<file path="config.mk">
export PLATFORM = sky130hd
export DESIGN_NAME = usd_spi
export DESIGN_NICKNAME = d
export VERILOG_FILES = /design/src/rtl/usd_spi_pkg.sv /design/src/rtl/usd_spi_tick.sv /design/src/rtl/usd_spi.sv
export SDC_FILE = /design/constraint.sdc
export NUM_CORES = 1
export LEC_CHECK = 0
export ABC_AREA = 1
export CAP_MARGIN = 20
export CORE_AREA = 2 2 61 63
export DETAILED_ROUTE_END_ITERATION = 10
export DIE_AREA = 0 0 63 65
export HOLD_SLACK_MARGIN = 0.12
export PLACE_DENSITY_LB_ADDON = 0.12
export SLEW_MARGIN = 40
export SYNTH_ARGS = -nofsm -noshare
export SYNTH_HDL_FRONTEND = slang
export SYNTH_HIERARCHICAL = 1
export SYNTH_SLANG_ARGS = --single-unit
</file>
<file path="constraint.sdc">
create_clock -name clock -period 1.9 [get_ports clock]
set_clock_uncertainty 0.1 [all_clocks]
set_input_delay 0.285 -clock clock [delete_from_list [all_inputs] [get_ports clock]]
set_output_delay 0.285 -clock clock [all_outputs]
set_load 0.02 [all_outputs]
</file>
<file path="src/rtl/usd_spi_pkg.sv">
// Shared types and constants for the microSD SPI initiator.
// Optional feature macro used by this block: USD_SPI_RXREAD_EN.
package usd_spi_pkg;

  localparam int DIV_W = 4;
  localparam logic [7:0] FILL_BYTE = 8'hFF;

  typedef enum logic [1:0] {
    IDLE = 2'd0,
    LO   = 2'd1,
    HI   = 2'd2
  } state_e;

endpackage

</file>
<file path="src/rtl/usd_spi_tick.sv">
// Programmable SCK half-period divider: tick fires every DIV enabled cycles,
// with the count restarted by the start of a transfer.
module usd_spi_tick
  import usd_spi_pkg::*;
#(
  parameter int DIV = 2
) (
  input  logic clock,
  input  logic reset,
  input  logic restart,
  input  logic enable,
  output logic tick
);

  localparam logic [DIV_W-1:0] RELOAD = DIV_W'(DIV - 1);

  logic [DIV_W-1:0] cnt_r;

  assign tick = enable && (cnt_r == {DIV_W{1'b0}});

  // Down-counter, reloaded on restart and on every tick
  always_ff @(posedge clock or negedge reset) begin
    if (!reset) begin
      cnt_r <= RELOAD;
    end else if (restart || tick) begin
      cnt_r <= RELOAD;
    end else if (enable) begin
      cnt_r <= cnt_r - {{(DIV_W-1){1'b0}}, 1'b1};
    end else begin
      cnt_r <= cnt_r;
    end
  end

endmodule

</file>
<file path="src/rtl/usd_spi.sv">
// Byte-wide SPI initiator (mode 0, MSB first) for the zx48 microSD lines.
// Define USD_SPI_RXREAD_EN to let rx_re start a 0xFF exchange.
module usd_spi
  import usd_spi_pkg::*;
#(
  parameter int DIV = 2
) (
  input  logic       clock,
  input  logic       reset,
  input  logic       cs_we,
  input  logic       cs_d,
  input  logic       tx_we,
  input  logic [7:0] tx_d,
  input  logic       rx_re,
  output logic [7:0] rx_q,
  output logic       busy,
  output logic       done,
  output logic       usdCk,
  output logic       usdCs,
  output logic       usdMosi,
  input  logic       usdMiso
);

  state_e     state_r, state_s;
  logic [7:0] sr_r, sr_s;
  logic [2:0] bit_r, bit_s;
  logic       ck_r, ck_s;
  logic       cs_r, cs_s;
  logic       mosi_r, mosi_s;
  logic [7:0] rxq_r, rxq_s;
  logic       busy_r, busy_s;
  logic       done_r, done_s;

  logic       rx_start_s;
  logic       accept_s;
  logic [7:0] load_s;
  logic       tick_s;

`ifdef USD_SPI_RXREAD_EN
  assign rx_start_s = rx_re;
`else
  // Port kept for interface compatibility; reads never start a transfer
  assign rx_start_s = rx_re & 1'b0;
`endif

  assign accept_s = (state_r == IDLE) && (tx_we || rx_start_s);
  assign load_s   = tx_we ? tx_d : FILL_BYTE;

  usd_spi_tick #(
    .DIV (DIV)
  ) u_tick (
    .clock   (clock),
    .reset   (reset),
    .restart (accept_s),
    .enable  (state_r != IDLE),
    .tick    (tick_s)
  );

  // Next-state and next-output logic; MISO is shifted in on the rising tick
  always_comb begin
    state_s = state_r;
    sr_s    = sr_r;
    bit_s   = bit_r;
    ck_s    = ck_r;
    mosi_s  = mosi_r;
    rxq_s   = rxq_r;
    done_s  = 1'b0;
    case (state_r)
      IDLE: begin
        if (accept_s) begin
          state_s = LO;
          sr_s    = load_s;
          mosi_s  = load_s[7];
          bit_s   = 3'd7;
        end else begin
          state_s = IDLE;
        end
      end
      LO: begin
        if (tick_s) begin
          state_s = HI;
          ck_s    = 1'b1;
          sr_s    = {sr_r[6:0], usdMiso};
        end else begin
          state_s = LO;
        end
      end
      HI: begin
        if (tick_s) begin
          ck_s = 1'b0;
          if (bit_r == 3'd0) begin
            state_s = IDLE;
            rxq_s   = sr_r;
            done_s  = 1'b1;
            mosi_s  = 1'b1;
          end else begin
            state_s = LO;
            mosi_s  = sr_r[7];
            bit_s   = bit_r - 3'd1;
          end
        end else begin
          state_s = HI;
        end
      end
      default: begin
        state_s = IDLE;
        ck_s    = 1'b0;
        mosi_s  = 1'b1;
      end
    endcase
    busy_s = (state_s != IDLE);
    if (cs_we) begin
      cs_s = cs_d;
    end else begin
      cs_s = cs_r;
    end
  end

  // State and output registers
  always_ff @(posedge clock or negedge reset) begin
    if (!reset) begin
      state_r <= IDLE;
      sr_r    <= 8'h00;
      bit_r   <= 3'd0;
      ck_r    <= 1'b0;
      cs_r    <= 1'b1;
      mosi_r  <= 1'b1;
      rxq_r   <= FILL_BYTE;
      busy_r  <= 1'b0;
      done_r  <= 1'b0;
    end else begin
      state_r <= state_s;
      sr_r    <= sr_s;
      bit_r   <= bit_s;
      ck_r    <= ck_s;
      cs_r    <= cs_s;
      mosi_r  <= mosi_s;
      rxq_r   <= rxq_s;
      busy_r  <= busy_s;
      done_r  <= done_s;
    end
  end

  assign rx_q    = rxq_r;
  assign busy    = busy_r;
  assign done    = done_r;
  assign usdCk   = ck_r;
  assign usdCs   = cs_r;
  assign usdMosi = mosi_r;

endmodule

</file>
# --- After elaboration in Yosys (flattened, before gate mapping) ---
# Cells that the tools add are included.
classes:
  muxes: 25
  add_sub_neg: 2
  n_reduce_logical: 16
  n_bitwise: 2
  eq_ne: 6
op_table:
  columns: ["cell", "n"]
  rows:
  - ["$mux 8", 3]
  - ["$pmux 8 s2", 1]
  - ["$reduce_and 3->1", 4]
  - ["$mux 1", 10]
  - ["$reduce_bool 2->1", 5]
  - ["$mux 3", 3]
  - ["$mux 4", 2]
  - ["$ne 2x1->1 const B", 3]
  - ["$pmux 1 s3", 2]
  - ["$pmux 2 s3", 1]
  - ["$pmux 3 s2", 1]
  - ["$logic_not 4->1", 1]
  - ["$mux 2", 2]
  - ["$reduce_and 4->1", 1]
  - ["$sub 4x1->4 const B", 1]
  - ["$logic_not 3->1", 1]
  - ["$sub 3x1->3 const B", 1]
  - ["$eq 2x1->1 const B", 1]
  - ["$eq 2x2->1 const B", 1]
  - ["$logic_and 1x1->1", 2]
  - ["$logic_not 2->1", 1]
  - ["$ne 2x2->1 const B", 1]
  - ["$not 1->1", 2]
  - ["$logic_or 1x1->1", 1]
word_totals:
  input_bits: 15
  register_bits: 30

# --- Depth between registers and ports, before layout ---
# Gate-level depths: netlist of run 1.
logic_depth:
  word_depth: 5
  mapped_depth: 12
  ltp_nobuf: 12

# --- Modules after synthesis ---
# The synthesis of run 1 kept the hierarchy.
by_module_without_submodules:
  columns: ["mod", "seq_area_each_um2", "instances", "area_per_inst_um2", "cells_each"]
  rows:
  - ["usd_spi", 663.1, 1, 1292.5, 159]
  - ["usd_spi_tick", 101.3, 1, 249.0, 30]

# --- Worst setup path after synthesis of run 1 ---
# No wires, ideal clock.
synth_path:
  path_kind: "register -> register"
  start: "register state_r[1]"
  end: "register bit_r[1]"
  stages_incl_launch_ff: 12
  t_arrival_ps: 1592
  path_slack_ps: 85
  synth_period_minus_slack_ps: 1815
  setup_time_ps: 123
  n_path_buf: 0
  path_cell_list: "dfrtp_1 nor2_1 inv_1 inv_2 nor2_4 nand3_2 inv_1 inv_1 nand3_1 nand2_1 o21ai_0 nand2_1"
synth_between:
  elab_chain_cells: 4
  elab_cells_between_ends: 11
  cone_classes: "eq/ne: 4; mux: 1; reduce/logical: 6"
synth_lines:
  columns: ["item", "line_no", "source"]
  rows:
  - ["start, declared", "usd_spi.sv:24", "state_e state_r, state_s;"]
  - ["start signal, assigned", "usd_spi.sv:132", "state_r <= state_s;"]
  - ["$reduce_bool 2->1", "usd_spi.sv:55", ".enable (state_r != IDLE),"]
  - ["$logic_and 1x1->1", "usd_spi_tick.sv:19", "assign tick = enable && (cnt_r == {DIV_W{1'b0}});"]
  - ["via tick_s", "usd_spi.sv:37", "logic tick_s;"]
  - ["$ne 2x1->1 (no source line)", null, null]
  - ["$reduce_and 4->1 (no source line)", null, null]
  - ["end signal, assigned", "usd_spi.sv:134", "bit_r <= bit_s;"]
  - ["end, declared", "usd_spi.sv:26", "logic [2:0] bit_r, bit_s;"]
# The timed path passes the listed nets, and every way through them passes these cells.
# A chain may end at the register's enable or synchronous reset.

# --- Final worst setup path of run 1 ---
layout_path:
  start: "register rxq_r[0], in the netlist rx_q[0]"
  end: "output rx_q[0]"
layout_lines:
  columns: ["item", "line_no", "source"]
  rows:
  - ["start, declared", "usd_spi.sv:30", "logic [7:0] rxq_r, rxq_s;"]
  - ["start signal, assigned", "usd_spi.sv:138", "rxq_r <= rxq_s;"]
  - ["end, declared", "usd_spi.sv:15", "output logic [7:0] rx_q,"]
# No word-level cell between the ends.

==> metrics.txt, run 1 <==
WP data required=~1500 ps; Total Nets Final=roughly 240; first-pass GRT wire length=5.49 mm; Top Ports=28; post-route ant nets=0; crit path kind=flip-flop to output pin; Critical Path Slowest Stage Cell=clkdlybuf4s50_1; Fill cells=336; die width=between 60 and 70 um; first drt pass iteration count=4; Post-Syn Area=about 1500 sq um; post-synthesis area per instance=around 8.2 sq um; Placed Cells=roughly 270; Total Routing Usage GR=between 10% and 20%; sw frac=between 40% and 50%; P_int=between 1500 and 2000 uW; Fmax=approximately 0.53 GHz; layout cells sized above 1=a little under a fifth; Synth cell types=22; area delta synth->final=26.4%; Crit path largest cell delay=around 600 ps; Clk network pwr share=between 10% and 20%; H-tree levels=2; peak supply drop=around 0.00086 V; CTS clk-pin slew, worst paths=~100 ps; clk_lat worst skew=340 ps; worst path bufs/invs=1; Setup crit end kind=output pin; final hold vios=0; dpl hpwl=2.36 mm; status=finished, final reports clean; startpoint types=flip-flop; Seq/Total Area, Yosys=about half; CTS tree=done; Register Area=approximately 760 sq um; post-route insts no fill=approximately 270; clk sinks=30; vias in the first global route=1266; DIE AREA=4100 sq um; area taken by multi-input logic gates=681 sq um; hold_buf cts=0; clk buf depth=2; pre-CTS WS=74.6 ps; max-cap violation count=0; total number of vias=around 1300; Port Buffers=26; Power Dens Cells=about 1400 nW/um^2; Comb power frac=roughly 49%; Synth warnings=6; worst path arrival time=1490 ps; Final Worst Setup Slack=approximately 26 ps; initial DRC count=70; Psw=1220 uW; Setup Fix Bufs, Post-CTS=0; setup violators final=0; CP Cell Sequence=clkdlybuf4s50_1; Worst path top cell family by delay=buffers and inverters; Synth Instances=189; diode count=0; relative slew slack=slightly below 70%; fin crit share=between 90% and 100%; crit path max fanout=2; worst slew pin tran=roughly 470 ps; drt wl/cell=approximately 11 um; Final Critical Period=about 1900 ps; Via density=about 4.6; gr ovfl total=0; gp weighted congestion=slightly below 0.8; Die Y=between 60 and 70 um; Site Rows=22; Pleak=0.000987 uW; initial core utilization=between 40 and 50%; post-synthesis sequential element count=30; Mapped Nets=around 210; Num CTS Buffers=5; worst min path class=input pin to asynchronous set/reset pin; DRC Markers=0; Clock Tree Root=clkbuf_4; largest net degree at the start of global routing=31; final WL=approximately 3.1 mm; antenna violations before repair=0; core area=approximately 3500 sq um; Flop pwr share=36.3%; final number of max-transition violations=0
-- layout by cell type (no fill, tap or decap) --
cell | synthesis | layout
nor2_2 | 2 | 3
xor2_1 | 1 | 1
mux2_2 | 1 | 1
or2_2 | 1 | 1
nand3_2 | 1 | 2
clkbuf_8 | 0 | 1
nand4_1 | 1 | 1
o21ai_0 | 24 | 23
ha_1 | 4 | 4
clkinv_2 | 0 | 1
nor2_1 | 4 | 3
clkbuf_4 | 0 | 5
buf_4 | 0 | 5
o21ai_1 | 0 | 1
dfstp_2 | 11 | 11
clkdlybuf4s50_1 | 0 | 25
nor2_8 | 1 | 1
inv_1 | 19 | 18
dlymetal6s2s_1 | 0 | 1
dfrtp_1 | 19 | 19
nand2_4 | 2 | 2
nand2_2 | 2 | 2
nand2_1 | 76 | 76
inv_2 | 3 | 4
xnor2_1 | 1 | 1
nand3_1 | 10 | 9
nor2_4 | 3 | 3
clkbuf_1 | 0 | 1
-- final timing paths --
path,depth (start not counted),from,endpoint,slack (ps)
min in group clock,2,rx_q[1],rx_q[1],380
worst max register to register,10,u_tick/cnt_r[0],bit_r[2],120
max in group asynchronous,2,reset,rx_q[7],1140
worst min-delay path,2,reset,done,230
worst min register to register,2,rx_q[1],rx_q[1],380
worst max-delay path,1,rx_q[0],rx_q[0],30
-- cell usage after synthesis, drive strengths merged --
master / n / area (sq um)
buf: 3 / 21.3
xnor2: 1 / 8.76
or2: 1 / 6.26
dfrtp: 19 / 475
xor2: 1 / 8.76
nand2: 80 / 320
ha: 4 / 50.1
nand3: 11 / 60.1
nor2: 10 / 81.3
inv: 22 / 82.6
o21ai: 24 / 120
nand4: 1 / 6.26
mux2: 1 / 11.3
dfstp: 11 / 289
-- flip-flops by register name (all words and copies together) (netlist names) --
signal / count
sr_r: 8
done: 1
usdCk: 1
rx_q: 8
busy: 1
state_r: 2
u_tick/cnt_r: 4
bit_r: 3
usdMosi: 1
usdCs: 1
-- power by group through the flow --
| stage | clock network, uW | logic (uW) | registers (uW) |
|---|---|---|---|
| 2_1_floorplan | 0 | 955 | 1070 |
| 3_3_place_gp | 0 | 1340 | 1020 |
| 3_5_place_dp | 0 | 1380 | 1030 |
| 4_1_cts | 414 | 1390 | 1010 |
| 5_1_grt | 448 | 1590 | 1050 |
| 6_report | 406 | 1380 | 1020 |
-- routing by layer --
layer | track usage [%] | vias to the layer above | share of wire, %
li1 | - | 658 | -
met1 | 20.1 | 569 | 43
met2 | 30.1 | 30 | 50
met3 | 4.17 | 8 | 5.1
met4 | 10.0 | 0 | 2.4
met5 | 0 | - | 0
-- area by class of cell --
| cell class | count | area share (%) |
|---|---|---|
| timing repair buffer | 31 | 15.4 |
| clock inverter | 1 | 0.257 |
| clock buffer | 7 | 2.83 |
| tap | 48 | 3.08 |
| inverter | 22 | 4.24 |
| sequential | 30 | 39.2 |
| multi-input combinational | 134 | 34.9 |
-- through the flow --
stage	TNS, ps	cell area, sq um	hold slack [ps]	utilization (%)	power, uW
2_1_floorplan	0	1540	-111	-	2030
3_5_place_dp	0	1880	366	53.7	2410
5_1_grt	-20.0	1950	261	55.7	3090
6_report	0	1950	228	55.7	2810
4_1_cts	0	1940	228	55.4	2820
3_3_place_gp	0	1880	361	53.7	2350
-- cells by family (layout without fill, tap and decap cells) --
logic type               Yosys count  count (layout)  share of synthesized area, %
AO/OA/AOI/OAI                     24              24                          7.79
flip-flops                        30              30                          49.6
buffers and inverters             25              61                          6.74
adder cells (fa/ha/maj)            4               4                          3.25
AND/OR/NAND/NOR                  103             103                          30.8
XOR/XNOR                           2               2                          1.14
multiplexers                       1               1                         0.730
-- timing repair --
action / in CTS / in global routing
endpoints found under the hold margin: 0 / 0
setup endpoints to repair: 0 / 10
gates resized for setup: 0 / 5
Power figures use the tool's default switching activity.
==> run 2, diff against run 1 <==
--- a/config.mk
+++ b/config.mk
@@ -7,11 +7,12 @@
 export LEC_CHECK = 0
 export ABC_AREA = 1
 export CAP_MARGIN = 20
-export CORE_AREA = 2 2 61 63
+export CORE_AREA = 2 2 56 58
 export DETAILED_ROUTE_END_ITERATION = 10
-export DIE_AREA = 0 0 63 65
+export DIE_AREA = 0 0 58 60
 export HOLD_SLACK_MARGIN = 0.12
 export PLACE_DENSITY_LB_ADDON = 0.12
+export SKIP_CTS_REPAIR_TIMING = 1
 export SLEW_MARGIN = 40
 export SYNTH_ARGS = -nofsm -noshare
 export SYNTH_HDL_FRONTEND = slang
==> constraint.sdc (replaced) <==
create_clock -name clock -period 2.3 [get_ports clock]
set_clock_uncertainty 0.1 [all_clocks]
set_input_delay 0.345 -clock clock [delete_from_list [all_inputs] [get_ports clock]]
set_output_delay 0.345 -clock clock [all_outputs]
set_load 0.02 [all_outputs]
==> run 2 against run 1 <==
Effect of this change:
- sequential power is 15% lower
- die area down 15%
- global-route usage increased by 2.8 points
- clock power fell by 20%
- largest power group unchanged
- highest routed layer unchanged
==> metrics.txt, run 2 (same netlist as run 1, synthesis figures left out) <==
crit path kind=flip-flop to flip-flop; Top Ports=28; worst path bufs/invs=4; Port Buffers=26; sw frac=between 40 and 50%; diode count=0; Power Dens Cells=1190 nW/um^2; post-route insts no fill=around 250; clk buf depth=2; CP Cell Sequence=nor2_1, inv_1, inv_2, nor2_4, nand3_2, inv_1, inv_1, nand3_1, nand2_1, o21ai_0, nand2_1; Via density=around 5.1; Total Routing Usage GR=about a fifth; Site Rows=20; relative slew slack=approximately 70%; Clk network pwr share=between 10 and 15%; worst slew pin tran=around 480 ps; Crit path largest cell delay=approximately 470 ps; Worst path top cell family by delay=simple AND/OR/NAND/NOR gates; Final Critical Period=approximately 2100 ps; setup violators final=0; status=finished, final reports clean; RSZ-0062 raised after global routing=false; commonest non-fill, non-tap cells in the layout=76 x nand2_1, 26 x clkdlybuf4s50_1, 24 x o21ai_0; Fmax=0.481 GHz; CTS tree=done; crit path max fanout=5; Total Nets Final=239; clk_lat worst skew=330 ps; layout cells sized above 1=between 15 and 20%; first drt pass iteration count=4; fin crit share=90.4%; initial DRC count=65; Placed Cells=between 200 and 250; final setup TNS=0 ps; core area=roughly 2900 sq um; P_int=about 1300 uW; largest net degree at the start of global routing=31; peak supply drop=about 0.00079 V; final WL=3.01 mm; Flop pwr share=a little under two fifths; Clock Tree Root=clkbuf_4; CP dominant cell by count=inv_1; H-tree levels=2; Die Y=~60 um; CTS clk-pin slew, worst paths=approximately 90 ps; final hold vios=0; clk sinks=30; Setup crit end kind=flip-flop; max-cap violation count=0; startpoint types=flip-flop; final number of max-transition violations=0; initial core utilization=between 50% and 60%; Psw=approximately 1000 uW; gr ovfl total=0; post-route ant nets=0; WP data required=around 2400 ps; Critical Path Slowest Stage Cell=dfrtp_1; Num CTS Buffers=5; Comb power frac=approximately 47%; dpl hpwl=~2.3 mm; DRC Markers=0; DIE AREA=between 3000 and 4000 sq um; commonest non-fill, non-tap cell in the layout=nand2_1; gp weighted congestion=slightly below 0.8; drt wl/cell=roughly 12 um; antenna violations before repair=0; total number of vias=about 1300; vias in the first global route=around 1200; die width=~58 um; worst min path class=input pin to asynchronous set/reset pin; Pleak=between 0.0009 and 0.001 uW; worst path arrival time=about 2200 ps; first-pass GRT wire length=5.25 mm; area delta synth->final=22.6%
## run 2: metal layers
| metal | track usage [%] | wire length [um] | vias up |
|---|---|---|---|
| li1 | - | - | 655 |
| met1 | 25.1 | 1350 | 591 |
| met2 | 33.9 | 1450 | 35 |
| met3 | 4.55 | 160 | 5 |
| met4 | 9.97 | 47 | 0 |
| met5 | 0 | 0 | - |
## run 2: cell type report
type                    instances  area, sq um
clock buffers                   7         55.1
clock inverters                 1         5.00
fillers                       263         1010
inverters                      22         82.6
multi-input cells             134          673
flip-flops and latches         30          766
well taps                      33         41.3
repair buffers                 27          268
## run 2: final timing paths
path                                 start       end  slack [ps]  cells after the start
worst max-delay path            state_r[0]  bit_r[1]         220                     11
worst min-delay path                 reset   sr_r[1]         290                      2
worst max register to register  state_r[0]  bit_r[1]         220                     11
worst min register to register     rx_q[7]   rx_q[7]         380                      2
max in group asynchronous            reset   rx_q[7]        1490                      2
min in group clock                 rx_q[7]   rx_q[7]         380                      2
## run 2: worst register-to-register path: stages (launching register included)
cell,delay (ps)
dfrtp_1,470
nor2_1,120
inv_1,160
inv_2,80
nor2_4,100
nand3_2,100
inv_1,200
inv_1,90
nand3_1,180
nand2_1,130
o21ai_0,170
nand2_1,70
## run 2: per-stage QoR
| stage | instance area, sq um | total power [uW] | hold WS, ps | setup slack [ps] | util [%] |
|---|---|---|---|---|---|
| 2_1_floorplan | 1540 | 1670 | -50.6 | 485 | - |
| 3_3_place_gp | 1830 | 1870 | 359 | 297 | 63.0 |
| 3_5_place_dp | 1830 | 1930 | 360 | 229 | 63.0 |
| 4_1_cts | 1890 | 2270 | 295 | 213 | 65.1 |
| 5_1_grt | 1890 | 2460 | 333 | 29.3 | 65.1 |
| 6_report | 1890 | 2260 | 294 | 221 | 65.1 |
## run 2: power by group through the flow
| stage | combinational (uW) | clock (uW) | sequential, uW |
|---|---|---|---|
| after floorplan | 789 | 0 | 884 |
| after global placement | 1010 | 0 | 864 |
| after detailed placement | 1060 | 0 | 870 |
| after CTS | 1070 | 335 | 860 |
| after global routing | 1220 | 356 | 889 |
| final | 1070 | 323 | 866 |
